<file path="src/rtl/mem_arbiter.sv">
// Arbitrates a shared single-port memory between an instruction-fetch port and a
// data port, with bounded data priority (starvation guard) and an access timeout.
module mem_arbiter #(
   parameter int unsigned TIMEOUT      = 15,
   parameter int unsigned STARVE_LIMIT = 2
) (
   input  logic        clk,
   input  logic        rst_n,
   input  logic        if_req,
   input  logic [31:0] if_addr,
   output logic        if_ack,
   output logic [31:0] if_rdata,
   input  logic        dm_read,
   input  logic        dm_write,
   input  logic [31:0] dm_addr,
   input  logic [31:0] dm_wdata,
   output logic        dm_ack,
   output logic [31:0] dm_rdata,
   output logic        mem_req,
   output logic        mem_we,
   output logic [31:0] mem_addr,
   output logic [31:0] mem_wdata,
   input  logic [31:0] mem_rdata,
   input  logic        mem_ready,
   output logic        stall,
   output logic        bus_err
);

   localparam int unsigned WAIT_W   = (TIMEOUT > 0) ? $clog2(TIMEOUT + 1) : 1;
   localparam int unsigned STARVE_W = (STARVE_LIMIT > 0) ? $clog2(STARVE_LIMIT + 1) : 1;

   typedef enum logic [1:0] {
      IDLE      = 2'd0,
      GNT_DATA  = 2'd1,
      GNT_FETCH = 2'd2
   } state_e;

   state_e              state_q, state_d;
   logic                mem_req_q, mem_req_d;
   logic                mem_we_q, mem_we_d;
   logic [31:0]         mem_addr_q, mem_addr_d;
   logic [31:0]         mem_wdata_q, mem_wdata_d;
   logic                if_ack_q, if_ack_d;
   logic                dm_ack_q, dm_ack_d;
   logic [31:0]         if_rdata_q, if_rdata_d;
   logic [31:0]         dm_rdata_q, dm_rdata_d;
   logic                bus_err_q, bus_err_d;
   logic [WAIT_W-1:0]   wait_q, wait_d;
   logic [STARVE_W-1:0] starve_q, starve_d;

   logic data_pend, arb_ok, gnt_data, gnt_fetch, in_gnt, wait_hit, done, abort;

   // An ack cycle is a turnaround: no grant while a completion is being presented,
   // so the acked master can drop or renew its request before the next arbitration.
   assign data_pend = dm_read | dm_write;
   assign arb_ok    = (state_q == IDLE) & ~if_ack_q & ~dm_ack_q;
   assign gnt_data  = arb_ok & data_pend & (starve_q < STARVE_W'(STARVE_LIMIT));
   assign gnt_fetch = arb_ok & if_req & ~gnt_data;
   assign in_gnt    = (state_q != IDLE);
   assign wait_hit  = (wait_q == WAIT_W'(TIMEOUT));
   assign done      = in_gnt & (mem_ready | wait_hit);
   assign abort     = in_gnt & ~mem_ready & wait_hit;

   assign stall = (if_req & ~if_ack_q) | (data_pend & ~dm_ack_q);

   always_ff @(posedge clk) begin
      if (!rst_n) state_q <= IDLE;
      else        state_q <= state_d;
   end

   always_comb begin
      state_d = state_q;
      case (state_q)
         IDLE: begin
            if (gnt_data)       state_d = GNT_DATA;
            else if (gnt_fetch) state_d = GNT_FETCH;
         end
         GNT_DATA, GNT_FETCH: begin
            if (done) state_d = IDLE;
         end
         default: state_d = IDLE;
      endcase
   end

   // Capture on grant, complete or abort on mem_ready/timeout, count waits and data streaks
   always_comb begin
      mem_req_d   = mem_req_q;
      mem_we_d    = mem_we_q;
      mem_addr_d  = mem_addr_q;
      mem_wdata_d = mem_wdata_q;
      if_ack_d    = 1'b0;
      dm_ack_d    = 1'b0;
      if_rdata_d  = if_rdata_q;
      dm_rdata_d  = dm_rdata_q;
      bus_err_d   = 1'b0;
      wait_d      = wait_q;
      starve_d    = starve_q;
      if (gnt_data) begin
         mem_req_d   = 1'b1;
         mem_we_d    = dm_write;
         mem_addr_d  = dm_addr;
         mem_wdata_d = dm_wdata;
         wait_d      = '0;
      end else if (gnt_fetch) begin
         mem_req_d   = 1'b1;
         mem_we_d    = 1'b0;
         mem_addr_d  = if_addr;
         mem_wdata_d = '0;
         wait_d      = '0;
      end else if (done) begin
         mem_req_d = 1'b0;
         mem_we_d  = 1'b0;
         bus_err_d = abort;
         if (state_q == GNT_DATA) begin
            dm_ack_d   = 1'b1;
            dm_rdata_d = (abort | mem_we_q) ? '0 : mem_rdata;
         end else begin
            if_ack_d   = 1'b1;
            if_rdata_d = abort ? '0 : mem_rdata;
         end
      end else if (in_gnt) begin
         wait_d = wait_q + WAIT_W'(1);
      end
      if (gnt_fetch | ~if_req) starve_d = '0;
      else if (gnt_data)       starve_d = starve_q + STARVE_W'(1);
   end

   always_ff @(posedge clk) begin
      if (!rst_n) begin
         mem_req_q   <= 1'b0;
         mem_we_q    <= 1'b0;
         mem_addr_q  <= '0;
         mem_wdata_q <= '0;
         if_ack_q    <= 1'b0;
         dm_ack_q    <= 1'b0;
         if_rdata_q  <= '0;
         dm_rdata_q  <= '0;
         bus_err_q   <= 1'b0;
         wait_q      <= '0;
         starve_q    <= '0;
      end else begin
         mem_req_q   <= mem_req_d;
         mem_we_q    <= mem_we_d;
         mem_addr_q  <= mem_addr_d;
         mem_wdata_q <= mem_wdata_d;
         if_ack_q    <= if_ack_d;
         dm_ack_q    <= dm_ack_d;
         if_rdata_q  <= if_rdata_d;
         dm_rdata_q  <= dm_rdata_d;
         bus_err_q   <= bus_err_d;
         wait_q      <= wait_d;
         starve_q    <= starve_d;
      end
   end

   assign mem_req   = mem_req_q;
   assign mem_we    = mem_we_q;
   assign mem_addr  = mem_addr_q;
   assign mem_wdata = mem_wdata_q;
   assign if_ack    = if_ack_q;
   assign dm_ack    = dm_ack_q;
   assign if_rdata  = if_rdata_q;
   assign dm_rdata  = dm_rdata_q;
   assign bus_err   = bus_err_q;

endmodule

</file>
<file path="config.mk">
export PLATFORM = sky130hd
export DESIGN_NAME = mem_arbiter
export DESIGN_NICKNAME = d
export VERILOG_FILES = /design/src/rtl/mem_arbiter.sv
export SDC_FILE = /design/constraint.sdc
export NUM_CORES = 1
export LEC_CHECK = 0
export CORE_MARGIN = 1.5
export CORE_UTILIZATION = 38
export CTS_BUF_LIST = sky130_fd_sc_hd__clkbuf_8
export DETAILED_ROUTE_END_ITERATION = 10
export PLACE_DENSITY = 0.77
export SLEW_MARGIN = 25
export SYNTH_ARGS = -nofsm -noshare
export SYNTH_HDL_FRONTEND = slang
export SYNTH_SLANG_ARGS = --single-unit
</file>
<file path="constraint.sdc">
create_clock -name clk -period 5 [get_ports clk]
set_clock_uncertainty 0.05 [all_clocks]
set_input_delay 0.75 -clock clk [delete_from_list [all_inputs] [get_ports clk]]
set_output_delay 0.75 -clock clk [all_outputs]
set_load 0.01 [all_outputs]
</file>
==> results.py <==
metrics = {
    "timing": {
        "slew_headroom": 0.338,
        "tns_ns": 0,
        "worst_pin_slew_ns": 0.993,
        "max_freq_mhz": 337,
        "finalHoldViolations": 0,
        "rsz0062_at_grt": "no",
        "slew_viol_final": 0,
        "fin_crit_ns": 2.97,
        "min_period_over_period": 0.594,
        "setup_viol": 0,
    },
    "global_routing": {
        "track_usage": 0.235,
        "grt.overflow.total": 0,
        "grt_max_degree": 72,
        "grt_pass1_vias": 5530,
        "grt_pass1_wl_um": 29700,
        "antenna_found_initial": 0,
    },
    "clock_network": {
        "cts_tree": "done",
        "cts_made_buffers": 17,
        "cts_resized": 0,
        "clock_sinks": 141,
        "clockRootBuffer": "clkbuf_8",
        "h-tree-depth": 4,
        "clkLatencyLatePin_ns": 0.44,
        "cts_setup_buffers": 0,
        "hold_buffers": 0,
        "clock_path_buffers": 2,
        "path_clk_slew_ns": 0.08,
    },
    "detailed_routing": {
        "drc_errors": 23,
        "vias": 5833,
        "vias_per_cell": 5.54,
        "wl_um": 18900,
        "detail-route-antenna-nets": 0,
        "wl_per_cell_um": 18.0,
        "drt_iter0_markers": 470,
        "drtPass1Iterations": 8,
    },
    "pwr": {
        "ir_drop_uv": 219,
        "power_density_nw_per_um2": 439,
        "power_leakage_nw": 3.17,
    },
    "worst_setup_path": {
        "worstSetupPathType": "in -> out",
        "regToRegStartpoint": "state_q[0]$_SDFFE_PN0P_",
        "worstPathRequired_ns": 4.20,
        "crit_path_start_kind": "input port",
        "cp.arrival_ns": 2.17,
        "end_kind": "output port",
        "worstSetupStartpoint": "if_req",
        "crit_fanout": 5,
    },
    "synthesis": {
        "yosys.area.top_type": "dfxtp_1",
        "ys_seq_area_frac": 0.490,
        "async_flop_share": 0,
        "synth_area_um2": 5760,
        "synthTopCellsByCount": "dfxtp_1 (141), nand2_1 (102), clkbuf_1 (50)",
        "synth_top_area_share": 0.490,
        "yosysWarnings": 0,
        "synthTopCellsByArea": "dfxtp_1 (49%), nand2_1 (6.6%), a311oi_1 (5.0%), nor4b_1 (5.0%), a22o_1 (4.9%)",
        "synth_most_common_cell": "dfxtp_1",
        "ys.flop_type": "dfxtp_1",
        "synth_cell_type_count": 43,
        "syn_inst": 631,
        "synth_nets": 768,
        "synth_edf_count": 0,
        "ys_seq_elements": 141,
        "syn_area_per_cell_um2": 9.13,
    },
    "min_path": {
        "min_from": "starve_q[0]$_SDFFE_PP0P_",
        "worst_hold_path_type": "reg -> reg",
    },
    "placement": {
        "post-place-cells": 1020,
        "gp_congestion": 0.764,
        "dp_hpwl_um": 12200,
        "postPlaceCellArea_um2": 8500,
        "portBuffers": 267,
    },
    "die": {
        "core_area_um2": 14600,
        "die_height_um": 126,
        "pin_count": 268,
        "start_util": 0.393,
        "num_rows": 44,
        "die-width_um": 126,
        "dieArea_um2": 15900,
    },
    "flow_run": {
        "cap_violations": 0,
    },
    "finish": {
        "final_cells": 1052,
        "fin_nets": 993,
        "drive_above_1_share": 0.0922,
        "area_growth_pct": 54.2,
        "utilization": 0.607,
        "fillers": 1295,
        "antenna_cells": 0,
        "design_area_um2": 8880,
    },
    "outcome": {
        "violations": "DRC",
        "outcome": "complete, but fails checks",
    },
}
[path summary, 6_finish.rpt]
check	endpoint	slack (ns)	depth (start not counted)
min reg2reg	starve_q[0]$_SDFFE_PP0P_	0.41	1
max	stall	2.03	4
min	starve_q[0]$_SDFFE_PP0P_	0.41	1
max reg2reg	starve_q[1]$_SDFFE_PP0P_	2.12	6
[cell usage in the layout, fill, tap and decap left out, types with 3 or more instances in the layout]
master,count
a21oi_1,36
a22o_1,32
a311oi_1,33
a31o_2,30
a31oi_1,3
buf_4,12
clkbuf_8,21
clkdlybuf4s50_1,266
clkinv_2,3
dfxtp_1,141
inv_1,8
nand2_1,102
nand3_1,35
nor2_1,9
nor3_1,34
nor4b_1,33
o211ai_1,33
[logic make-up (layout without fill, tap and decap cells)]
family                     after synthesis  in the layout  share of synthesized area
DFF                                    141            141                      0.490
buffers and inverters                   79            316                     0.0556
xor gates and xnor gates                 1              1                    0.00152
adders and majority gates                3              3                    0.00652
and+or+nand+nor                        227            227                      0.206
AOI/OAI and AO/OA                      179            179                      0.239
muxes                                    1              1                    0.00174
[area by class of cell]
class	instances	area [µm²]	area share
Sequential cell	141	2820	0.318
Timing Repair Buffer	280	2780	0.313
Multi-Input combinational cell	411	2670	0.301
Clock buffer	21	289	0.0325
Tap cell	184	230	0.0259
Clock inverter	10	75.1	0.00845
Inverter	5	18.8	0.00211
[per-stage QoR]
step	worst slack, ns	hold WS (ns)	power, mW
after floorplan	3.08	0.376	2.32
after global placement	1.94	0.393	3.05
after detailed placement	1.98	0.398	3.06
after CTS	1.91	0.413	3.93
after global routing	1.90	0.446	4.14
final	2.03	0.412	3.90
[metal layers]
metal,GRT usage,part of all wire,vias to the layer above
met5,0,0,-
met4,0.0886,0.017,0
met3,0.0943,0.11,27
met2,0.357,0.45,258
met1,0.300,0.42,2743
li1,-,-,2805
[power breakdown]
part           internal (mW)  switching, mW
registers               1.34          0.121
logic                  0.723          0.863
clock network          0.434          0.423
total                   2.49           1.41
[sequential cells by signal, indices dropped and copies added (netlist names)]
signal / count
mem_addr: 32
dm_rdata: 32
if_rdata: 32
if_ack: 1
mem_req: 1
state_q: 2
starve_q: 2
dm_ack: 1
mem_wdata: 32
bus_err: 1
wait_q: 4
mem_we: 1
[critical path, stage by stage]
cell	delay, ns
clkdlybuf4s50_1	0.59
inv_1	0.07
o22ai_1	0.17
clkdlybuf4s50_1	0.59
No activity file was read; power rests on OpenSTA's default activity.
